===== config.mk =====
export PLATFORM = sky130hd
export DESIGN_NAME = controlador_tx_encoder
export DESIGN_NICKNAME = d
export VERILOG_FILES = /design/src/rtl/controlador_tx_encoder.sv
export SDC_FILE = /design/constraint.sdc
export NUM_CORES = 1
export LEC_CHECK = 0
export CORE_MARGIN = 3
export CORE_UTILIZATION = 39
export DETAILED_ROUTE_END_ITERATION = 12
export PLACE_DENSITY = 0.66
export SYNTH_ARGS = -nofsm -noshare
export SYNTH_HDL_FRONTEND = slang
export SYNTH_SLANG_ARGS = --single-unit

===== constraint.sdc =====
create_clock -name clk -period 2.5 [get_ports clk]
set_clock_uncertainty 0.1 [all_clocks]
set_input_delay 0.25 -clock clk [delete_from_list [all_inputs] [get_ports clk]]
set_output_delay 0.25 -clock clk [all_outputs]
set_load 0.005 [all_outputs]

===== src/rtl/controlador_tx_encoder.sv =====
// Transmit sequencer ahead of the 8b/10b encoder: buffers producer bytes and frames them as SOF/data/EOF with K28.5 fill.
// Outputs registered (SOF one edge after the IDLE decision); producer stalls on datos_listo=0 when the FIFO is full.
module controlador_tx_encoder #(
    parameter int PROFUNDIDAD = 4,
    parameter int N_SYNC      = 4,
    parameter int N_IDLE_MIN  = 2
) (
    input  logic       clk,
    input  logic       rst,
    input  logic [7:0] datos_in,
    input  logic       datos_ultimo,
    input  logic       datos_valido,
    output logic       datos_listo,
    input  logic       habilitar,
    output logic [7:0] entradas,
    output logic       K,
    output logic       enb,
    output logic       ocupado,
    output logic       error_sub
);

    localparam int PW = (PROFUNDIDAD > 1) ? $clog2(PROFUNDIDAD) : 1;
    localparam int CW = PW + 1;
    localparam int SW = $clog2(N_SYNC + 2);
    localparam int GW = $clog2(N_IDLE_MIN + 2);
    localparam logic [GW-1:0] GAP_MIN = GW'(N_IDLE_MIN);
    localparam logic [GW-1:0] GAP_MAX = '1;
    localparam logic [7:0]    K28_5   = 8'hBC;
    localparam logic [7:0]    K27_7   = 8'hFB;
    localparam logic [7:0]    K29_7   = 8'hFD;

    typedef enum logic [2:0] {
        ST_SYNC, ST_IDLE, ST_SOF, ST_DATOS, ST_EOF
    } estado_t;

    // state_q names what is on the outputs this cycle, not what is being decided
    estado_t         state_q, state_d;
    logic [SW-1:0]   sync_q, sync_d;
    logic [GW-1:0]   gap_q, gap_d;
    logic            last_q, last_d;

    logic [8:0]      mem_q [PROFUNDIDAD];
    logic [PW-1:0]   wr_ptr_q, rd_ptr_q;
    logic [CW-1:0]   cnt_q, cnt_d;
    logic            push, pop, vacio;
    logic [8:0]      cabeza;

    logic [7:0]      dat_q, dat_d;
    logic            k_q, k_d, ocup_q, ocup_d, err_q, err_d, enb_q, listo_q, listo_d;

    assign push   = datos_valido & listo_q;
    assign vacio  = (cnt_q == '0);
    assign cabeza = mem_q[rd_ptr_q];

    always_comb begin
        cnt_d = cnt_q;
        if (push && !pop) begin
            cnt_d = cnt_q + CW'(1);
        end else if (!push && pop) begin
            cnt_d = cnt_q - CW'(1);
        end
        listo_d = (cnt_d != CW'(PROFUNDIDAD));
    end

    always_comb begin
        state_d = state_q;
        sync_d  = sync_q;
        gap_d   = gap_q;
        last_d  = 1'b0;
        pop     = 1'b0;
        dat_d   = K28_5;
        k_d     = 1'b1;
        ocup_d  = 1'b0;
        err_d   = 1'b0;

        case (state_q)
            ST_SYNC: begin
                if (sync_q == SW'(N_SYNC)) state_d = ST_IDLE;
                else                       sync_d  = sync_q + SW'(1);
            end
            ST_IDLE:  if (habilitar && !vacio && gap_q >= GAP_MIN) state_d = ST_SOF;
            ST_SOF:   state_d = ST_DATOS;
            ST_DATOS: if (last_q) state_d = ST_EOF;
            ST_EOF:   state_d = ST_IDLE;
            default:  state_d = ST_SYNC;
        endcase

        // outputs and side effects belong to the cycle being entered
        case (state_d)
            ST_SYNC: gap_d = GAP_MIN;
            ST_IDLE: if (gap_q != GAP_MAX) gap_d = gap_q + GW'(1);
            ST_SOF: begin
                dat_d  = K27_7;
                ocup_d = 1'b1;
            end
            ST_DATOS: begin
                ocup_d = 1'b1;
                if (!vacio) begin
                    pop    = 1'b1;
                    dat_d  = cabeza[7:0];
                    k_d    = 1'b0;
                    last_d = cabeza[8];
                end else begin
                    err_d  = 1'b1;
                end
            end
            ST_EOF: begin
                dat_d  = K29_7;
                ocup_d = 1'b1;
                gap_d  = '0;
            end
            default: gap_d = gap_q;
        endcase
    end

    always_ff @(posedge clk) begin
        if (push) mem_q[wr_ptr_q] <= {datos_ultimo, datos_in};
    end

    always_ff @(posedge clk or negedge rst) begin
        if (!rst) begin
            state_q  <= ST_SYNC;
            sync_q   <= '0;
            gap_q    <= GAP_MIN;
            last_q   <= 1'b0;
            wr_ptr_q <= '0;
            rd_ptr_q <= '0;
            cnt_q    <= '0;
            dat_q    <= K28_5;
            k_q      <= 1'b1;
            ocup_q   <= 1'b0;
            err_q    <= 1'b0;
            enb_q    <= 1'b0;
            listo_q  <= 1'b0;
        end else begin
            state_q  <= state_d;
            sync_q   <= sync_d;
            gap_q    <= gap_d;
            last_q   <= last_d;
            if (push) wr_ptr_q <= wr_ptr_q + PW'(1);
            if (pop)  rd_ptr_q <= rd_ptr_q + PW'(1);
            cnt_q    <= cnt_d;
            dat_q    <= dat_d;
            k_q      <= k_d;
            ocup_q   <= ocup_d;
            err_q    <= err_d;
            enb_q    <= 1'b1;
            listo_q  <= listo_d;
        end
    end

    assign entradas    = dat_q;
    assign K           = k_q;
    assign enb         = enb_q;
    assign ocupado     = ocup_q;
    assign error_sub   = err_q;
    assign datos_listo = listo_q;

endmodule


==> flow_summary_export.csv, run 1 <==
group,metric,value,unit
power,ir_worst_vdd,0.0004964,V
die,chipWidth,87.97,um
die,io-pin-count,26,
final_layout,drive_gt1_share,20.39,%
clocking,clk_latency,0.34,ns
synth,synth_area,2620,um^2
drt,via_count,1410,
sta,hold_slack,0.1940,ns
clocking,path_clk_slew,0.07,ns
die,rows,29,
clocking,cts_made_buffers,9,
drt,routedWlPerCell,15.21,um
setup_path,startpoint_type,"flip-flop",
placement,placedInstanceArea,2987,um^2
synth,syn-num-nets,189,
synth,synth_area_per_cell,15.88,um^2
setup_path,cp.arrival,2.32,ns
synth,synth_top_area_cell,"edfxtp_1",
die,core,6422,um^2
final_layout,layout_common_cells,"edfxtp_1, clkdlybuf4s50_1, dfrtp_1, nand2_1, ha_1",
drt,drc,0,
power,leakage,1.235,nW
synth,synth.area.top_cells,"edfxtp_1, dfrtp_1, mux4_2",
hold_path,hold_path.class,"input pin to async pin",
sta,drv_slew,0,
setup_path,r2r_slack,0.29,ns
sta,rsz0062_at_grt,"false",
synth,netlist_instances,165,
synth,yosys.area.top_type_share,41.26,%
global_route,grt_usage,12.81,%
final_layout,design_area,3171,um^2
power,p_total,3.786,mW
synth,synth_seq_cells,65,
final_layout,syn_to_final_growth,21.01,%
drt,initialDrtViolationCount,39,
final_layout,fin_nets,226,
clocking,clock_path_buffers,2,
clocking,root_buffer,"clkbuf_8",
setup_path,crit_required,2.61,ns
sta,min_period,2.211,ns
drt,routed_wl,4304,um
sta,fin_setup_tns,0,ns
die,die_area,7738,um^2
drt,viasPerCell,4.982,
clocking,ctsResizeCount,0,
clocking,tritoncts,"done",
placement,io_buffers,25,
sta,fmax,0.4522,GHz
run,drv_cap,0,
setup_path,path_class,"flip-flop to flip-flop",
setup_path,cp_max_fo,12,
synth,ys_seq_area_share,69.29,%
final_layout,layout_commonest_cell,"edfxtp_1",
die,start_util,40.79,%
sta,fin_ws,0.2885,ns
final_layout,seq_area,1815,um^2
die,dieHeight,87.97,um
synth,synthDistinctLibCells,37,
clocking,cts-hold-fix-buffers,0,
sta,slew_headroom,57.47,%
clocking,post_cts_buffers,0,
sta,setup_viol,0,
global_route,gr-total-overflow,0,
status,status,"finished clean",
clocking,clock_sinks,65,
power,power_density,1194,nW/um^2
final_layout,multiInputGateArea,749.5,um^2
global_route,grt_pass1_wl,7038,um
setup_path,r2r_cells,8,
final_layout,antennaDiodeCount,0,
drt,antenna_left,0,
placement,hpwl,2957,um
final_layout,n_fill_cell,533,
clocking,htreeDepth,3,
sta,hold_viol_final,0,
global_route,grt_pass1_vias,1438,
global_route,grt_max_degree,30,
sta,tightest_slew,0.6380,ns
placement,gp_congestion,0.9079,
sta,timing.final.crit_share,88.46,%
placement,post-place-ws,0.2983,ns
setup_path,end_kind,"flip-flop",
synth,yosys_warnings,0,
drt,drt_pass1_iterations,4,
setup_path,rr_startpoint,"cnt_q[1]",
global_route,antenna_found_initial,0,
setup_path,rr_endpoint,"datos_listo",
==> worst max-delay path: stages, from the launching register on <==
cell and delay, ns:
dfrtp_1 0.39, inv_1 0.11, ha_1 0.17, and2b_1 0.25, nor2_4 0.08, inv_2 0.18
mux2i_1 0.26, xor2_1 0.20, or3b_1 0.36
==> sequential cells by signal, summed over array words and instances (netlist names) <==
| register | cells |
|---|---|
| K | 1 |
| cnt_q | 3 |
| datos_listo | 1 |
| enb | 1 |
| entradas | 8 |
| error_sub | 1 |
| gap_q | 2 |
| last_q | 1 |
| mem_q | 36 |
| ocupado | 1 |
| rd_ptr_q | 2 |
| state_q | 3 |
| sync_q | 3 |
| wr_ptr_q | 2 |
==> power by group <==
group,internal [mW],leakage (nW),switching (mW)
Sequential,1.49,0.669,0.222
Combinational,0.659,0.473,0.584
Clock,0.449,0.0925,0.383
==> cell usage after synthesis, drive strengths merged <==
cell / n
o22ai: 1
mux4: 9
or3b: 1
a21oi: 5
nor3: 2
a2111oi: 2
mux2i: 1
o21ai: 4
and3: 5
edfxtp: 36
dfrtp: 22
and2: 1
nand2: 11
clkbuf: 2
o21a: 1
nand3: 1
nand2b: 2
dfstp: 7
maj3: 1
conb: 1
a21o: 1
ha: 11
nor2b: 2
buf: 2
nor4: 1
or2: 4
xnor2: 7
o211ai: 1
a41oi: 1
xor2: 1
nor2: 7
and2b: 2
inv: 10
==> kinds of logic after synthesis <==
group	synth area share (%)
adder cells (fa/ha/maj)	5.635
AND/OR/NAND/NOR	7.927
AO/OA/AOI/OAI	4.107
XOR/XNOR	2.674
other	0.1431
multiplexers	8.118
buffers and inverters	2.101
flip-flops	69.29
==> worst max-delay path by stage <==
stage	from	to	slack (ns)
floorplan	cnt_q[0]	datos_listo	0.52
global placement	cnt_q[0]	datos_listo	0.40
detailed placement	cnt_q[1]	datos_listo	0.30
CTS	cnt_q[1]	datos_listo	0.27
global route	cnt_q[1]	datos_listo	0.15
finish	cnt_q[1]	datos_listo	0.29
==> layer usage <==
| layer | part of all wire (%) | track usage, % | wire length (um) |
|---|---|---|---|
| met5 | 0 | 0 | 0 |
| met4 | 2.0 | 8.647 | 85 |
| met3 | 4.0 | 3.387 | 173 |
| met2 | 50 | 20.14 | 2156 |
| met1 | 44 | 15.44 | 1887 |
==> final cells by class <==
class,instances,share of cell area [%]
Sequential cell,65,57.26
Multi-Input combinational cell,86,23.64
Timing Repair Buffer,30,9.077
Clock buffer,9,3.907
Tap cell,77,3.039
Clock inverter,6,1.894
Inverter,10,1.184
==> metrics by stage <==
| stage | util, % | std cells |
|---|---|---|
| final | 49.37 | 283 |
| after global routing | 49.37 | 283 |
| after CTS | 49.37 | 283 |
| after detailed placement | 46.50 | 268 |
| after global placement | 46.50 | 268 |
| after floorplan | - | 165 |
No activity file was read; power rests on OpenSTA's default activity.
==> inputs of run 2 (changes only) <==
--- a/config.mk
+++ b/config.mk
@@ -8,7 +8,6 @@
 export CORE_MARGIN = 3
 export CORE_UTILIZATION = 39
 export DETAILED_ROUTE_END_ITERATION = 12
-export PLACE_DENSITY = 0.66
 export SYNTH_ARGS = -nofsm -noshare
 export SYNTH_HDL_FRONTEND = slang
 export SYNTH_SLANG_ARGS = --single-unit
==> run 2 against run 1 <==
Compared with the run above: via count is 2.0% lower; maximum frequency is 1.2% lower; die area stayed put; critical endpoint unchanged; largest cell class unchanged; highest routed layer unchanged.
==> flow_summary_export.csv, run 2 (synthesis gave the netlist of run 1 again) <==
group,metric,value,unit
drt,viasPerCell,4.901,
placement,hpwl,3048,um
global_route,grt_pass1_vias,1497,
sta,drv_slew,0,
global_route,use_met2,20.75,%
sta,timing.final.crit_share,89.56,%
global_route,top_usage_layer,"met2",
clocking,clock_path_buffers,2,
clocking,tritoncts,"done",
setup_path,rr_endpoint,"datos_listo",
placement,gp_congestion,0.8162,
drt,via_count,1382,
setup_path,startpoint_type,"flip-flop",
power,power_density,1166,nW/um^2
final_layout,layout_common_cells,"edfxtp_1, clkdlybuf4s50_1, dfrtp_1, nand2_1, ha_1",
sta,tightest_slew,0.7152,ns
setup_path,cp.depth,8,
setup_path,path_class,"flip-flop to flip-flop",
sta,setup_viol,0,
power,leakage,1.206,nW
clocking,htreeDepth,3,
global_route,grt_pass1_wl,7293,um
global_route,antenna_found_initial,0,
clocking,cts_made_buffers,9,
clocking,path_clk_slew,0.07,ns
clocking,ctsResizeCount,0,
sta,slew_headroom,52.20,%
setup_path,crit_start,"cnt_q[0]",
final_layout,top_register,"mem_q",
final_layout,syn_to_final_growth,19.96,%
hold_path,hold_path.class,"input pin to async pin",
final_layout,drive_gt1_share,20.49,%
sta,fmax,0.4466,GHz
setup_path,path_delay_family,"simple AND/OR/NAND/NOR gates",
final_layout,largest_reg_flops,36,
drt,routedWlPerCell,15.50,um
power,ir_worst_vdd,0.0004633,V
setup_path,cp_cell_sequence,"inv_1 > ha_1 > and2b_1 > nor2_4 > inv_2 > mux2i_1 > xor2_1 > or3b_1",
global_route,grt_use_met1,16.19,%
run,drv_cap,0,
clocking,cts-hold-fix-buffers,0,
clocking,clock_sinks,65,
clocking,clk_latency,0.33,ns
die,rows,29,
global_route,gr-total-overflow,0,
final_layout,layout_commonest_cell,"edfxtp_1",
final_layout,fin_nets,224,
drt,routed_wl,4371,um
sta,fin_setup_tns,0,ns
drt,initialDrtViolationCount,73,
die,chipWidth,87.97,um
setup_path,slowest_stage,"dfrtp_1",
drt,drc,0,
final_layout,utilization,48.94,%
global_route,grtUsageMet3,5.080,%
die,die_area,7738,um^2
setup_path,r2r_slack,0.26,ns
setup_path,cp-endpoint,"datos_listo",
setup_path,r2r_cells,8,
drt,antenna_left,0,
setup_path,rr_startpoint,"cnt_q[0]",
final_layout,antennaDiodeCount,0,
final_layout,stdcell_count,282,
power,p_total,3.665,mW
clocking,post_cts_buffers,0,
setup_path,cp_max_fo,12,
final_layout,n_fill_cell,559,
status,status,"finished clean",
placement,dpl.cell_count,266,
setup_path,end_kind,"flip-flop",
sta,hold_viol_final,0,
setup_path,slowest_delay,0.40,ns
drt,drt_pass1_iterations,4,
setup_path,crit_required,2.61,ns
placement,io_buffers,25,
global_route,grt_usage,13.01,%
global_route,grt_max_degree,30,
die,dieHeight,87.97,um
setup_path,cp.arrival,2.35,ns
die,io-pin-count,26,
clocking,root_buffer,"clkbuf_8",
sta,rsz0062_at_grt,"false",
setup_path,cp_num_buf_inv,2,
die,core,6422,um^2
sta,min_period,2.239,ns
die,start_util,40.79,%
run 2: worst min-delay path by stage:
stage / startpoint / end / slack (ns) / cells after the start
after detailed placement: sync_q[2] / sync_q[2] / 0.40 / 1
after global routing: rst / sync_q[1] / 0.21 / 2
after floorplan: rst / cnt_q[0] / -0.15 / 0
after global placement: sync_q[2] / sync_q[2] / 0.39 / 1
final: rst / error_sub / 0.20 / 2
after CTS: rst / state_q[0] / 0.21 / 2
run 2: final cells by class:
type / count / area [um^2] / share of cell area (%)
Timing Repair Buffer: 28 / 272.8 / 8.678
Clock inverter: 7 / 47.55 / 1.513
Inverter: 10 / 37.54 / 1.194
Sequential cell: 65 / 1815 / 57.76
Tap cell: 77 / 96.34 / 3.065
Clock buffer: 9 / 123.9 / 3.941
Multi-Input combinational cell: 86 / 749.5 / 23.85
run 2: worst register-to-register path: cells and delay by family (launching register included):
kind | cells | cell delay (ns)
buffers and inverters | 2 | 0.30
adder cells (fa/ha/maj) | 1 | 0.17
AND/OR/NAND/NOR | 3 | 0.69
XOR/XNOR | 1 | 0.20
flip-flops | 1 | 0.40
multiplexers | 1 | 0.26
run 2: through the flow:
step           instance area, um^2  hold slack, ns  worst slack [ns]
4_1_cts                       3143          0.2062            0.2335
2_1_floorplan                 2620         -0.1456            0.5224
3_3_place_gp                  2972          0.3902            0.3784
3_5_place_dp                  2972          0.4013            0.2584
5_1_grt                       3143          0.2127           0.06026
6_report                      3143          0.2022            0.2609
run 2: routing by layer:
layer,share of wire (%),wire [um]
met1,45,1960
met2,49,2149
met3,5.1,221
met4,0.92,40
met5,0,0
run 2: power by group:
group	internal, mW	switching, mW	total, mW
clock	0.354	0.398	0.752
sequential	1.49	0.211	1.70
combinational	0.630	0.582	1.21
total	2.47	1.19	3.67
==> inputs of run 3 (changes only) <==
--- a/config.mk
+++ b/config.mk
@@ -6,8 +6,10 @@
 export NUM_CORES = 1
 export LEC_CHECK = 0
 export CORE_MARGIN = 3
-export CORE_UTILIZATION = 39
+export CORE_UTILIZATION = 45
 export DETAILED_ROUTE_END_ITERATION = 12
+export PLACE_DENSITY = 0.65
+export SLEW_MARGIN = 20
 export SYNTH_ARGS = -nofsm -noshare
 export SYNTH_HDL_FRONTEND = slang
 export SYNTH_SLANG_ARGS = --single-unit
==> run 3 against run 2 <==
Compared with the run above: core utilization grew 8.2 points; routed wire length is 2.4% higher; maximum frequency is 0.93% lower; clock power grew 28%; hold slack improved by 0.0010 ns; critical path depth unchanged; count of clock-buffer cells in the layout unchanged; flip-flop and latch count unchanged; final cell count is 1.8% lower; sequential power is essentially flat; global-route usage is 2.2 points higher; critical path type unchanged; largest cell class unchanged; highest routed layer unchanged.
==> flow_summary_export.csv, run 3 (synthesis gave the netlist of run 1 again) <==
group,metric,value,unit
setup_path,slowest_delay,0.40,ns
die,io-pin-count,26,
global_route,antenna_found_initial,0,
setup_path,r2r_slack,0.24,ns
drt,drc,0,
final_layout,layout_common_cells,"edfxtp_1, clkdlybuf4s50_1, dfrtp_1, nand2_1, ha_1",
placement,io_buffers,25,
final_layout,fin_nets,224,
power,ir_worst_vdd,0.0005322,V
sta,slew_headroom,53.65,%
setup_path,rr_endpoint,"datos_listo",
die,rows,27,
status,status,"finished clean",
setup_path,cp_max_fo,12,
sta,hold_viol_final,0,
drt,via_count,1403,
global_route,grt_pass1_wl,7320,um
placement,hpwl,2993,um
die,chipWidth,82.31,um
setup_path,crit_start,"cnt_q[1]",
final_layout,largest_reg_flops,36,
sta,rsz0062_at_grt,"false",
global_route,grt_max_degree,30,
clocking,htreeDepth,3,
sta,fmax,0.4425,GHz
sta,tightest_slew,0.6935,ns
final_layout,stdcell_count,277,
global_route,grt_pass1_vias,1516,
final_layout,design_area,3183,um^2
clocking,root_buffer,"clkbuf_8",
placement,placedInstanceArea,2965,um^2
power,power_density,1224,nW/um^2
final_layout,n_fill_cell,445,
setup_path,cp_cell_sequence,"inv_1 > ha_1 > and2b_1 > nor2_4 > inv_2 > mux2i_1 > xor2_1 > or3b_1",
clocking,clk_latency,0.33,ns
hold_path,hold_path.class,"input pin to async pin",
drt,routed_wl,4478,um
setup_path,rr_startpoint,"cnt_q[1]",
drt,drt_pass1_iterations,4,
drt,routedWlPerCell,16.17,um
final_layout,drive_gt1_share,20.00,%
drt,viasPerCell,5.065,
global_route,grt_usage,15.25,%
die,dieHeight,82.31,um
die,start_util,47.00,%
setup_path,path_class,"flip-flop to flip-flop",
drt,antenna_left,0,
setup_path,cp-endpoint,"datos_listo",
sta,fin_setup_tns,0,ns
clocking,ctsResizeCount,0,
clocking,tritoncts,"done",
die,core,5574,um^2
run,drv_cap,0,
setup_path,r2r_cells,8,
power,leakage,1.240,nW
die,die_area,6774,um^2
sta,drv_slew,0,
clocking,post_cts_buffers,0,
sta,min_period,2.260,ns
final_layout,top_register,"mem_q",
final_layout,layout_commonest_cell,"edfxtp_1",
setup_path,slowest_stage,"dfrtp_1",
final_layout,antennaDiodeCount,0,
global_route,gr-total-overflow,0,
clocking,clock_sinks,65,
setup_path,cp.arrival,2.37,ns
sta,setup_viol,0,
clocking,cts_made_buffers,9,
setup_path,end_kind,"flip-flop",
placement,dpl.cell_count,261,
drt,initialDrtViolationCount,113,
clocking,cts-hold-fix-buffers,0,
sta,timing.final.crit_share,90.40,%
placement,gp_congestion,0.8155,
setup_path,crit_required,2.61,ns
setup_path,startpoint_type,"flip-flop",
final_layout,syn_to_final_growth,21.49,%
clocking,clock_path_buffers,2,
clocking,path_clk_slew,0.07,ns
[run 3: worst min path at each step]
stage / to / slack (ns) / cells after the start
after CTS: state_q[1] / 0.20 / 2
after floorplan: cnt_q[0] / -0.15 / 0
final: sync_q[0] / 0.20 / 2
after detailed placement: sync_q[2] / 0.40 / 1
after global placement: cnt_q[2] / 0.39 / 1
after global routing: last_q / 0.23 / 2
[run 3: metrics by stage]
step / utilization [%] / setup slack (ns) / total power [mW] / hold slack (ns)
2_1_floorplan: - / 0.5224 / 2.531 / -0.1456
3_3_place_gp: 53.20 / 0.3910 / 2.900 / 0.3857
3_5_place_dp: 53.20 / 0.2559 / 2.978 / 0.3986
4_1_cts: 57.10 / 0.2366 / 3.955 / 0.2030
5_1_grt: 57.10 / 0.02972 / 4.177 / 0.2314
6_report: 57.10 / 0.2400 / 3.895 / 0.2032
[run 3: final cells by class]
type	instances	area, um^2	area share, %
Sequential cell	65	1815	57.04
Tap cell	72	90.09	2.830
Clock inverter	7	93.84	2.948
Multi-Input combinational cell	86	749.5	23.55
Timing Repair Buffer	28	272.8	8.569
Inverter	10	37.54	1.179
Clock buffer	9	123.9	3.892
[run 3: per-layer routing]
layer / vias to the layer above / wire length (um) / part of all wire [%] / GRT usage (%)
met2: 28 / 2360 / 53 / 24.76
li1: 667 / - / - / -
met4: 0 / 75 / 1.7 / 9.136
met5: - / 0 / 0 / 0
met3: 10 / 176 / 3.9 / 3.905
met1: 698 / 1865 / 42 / 18.24
[run 3: critical path: cells and delay by family, from the launching register on]
family	cells	cell delay, ns
xor+xnor	1	0.23
buf+inv	2	0.29
mux	1	0.24
flops	1	0.40
fa+ha+maj	1	0.17
simple gates	3	0.70
[run 3: where the power goes]
part | switching [mW] | internal, mW | leakage, nW
Clock | 0.401 | 0.561 | 0.107
Combinational | 0.585 | 0.638 | 0.463
Sequential | 0.221 | 1.49 | 0.669
Total | 1.21 | 2.69 | 1.24
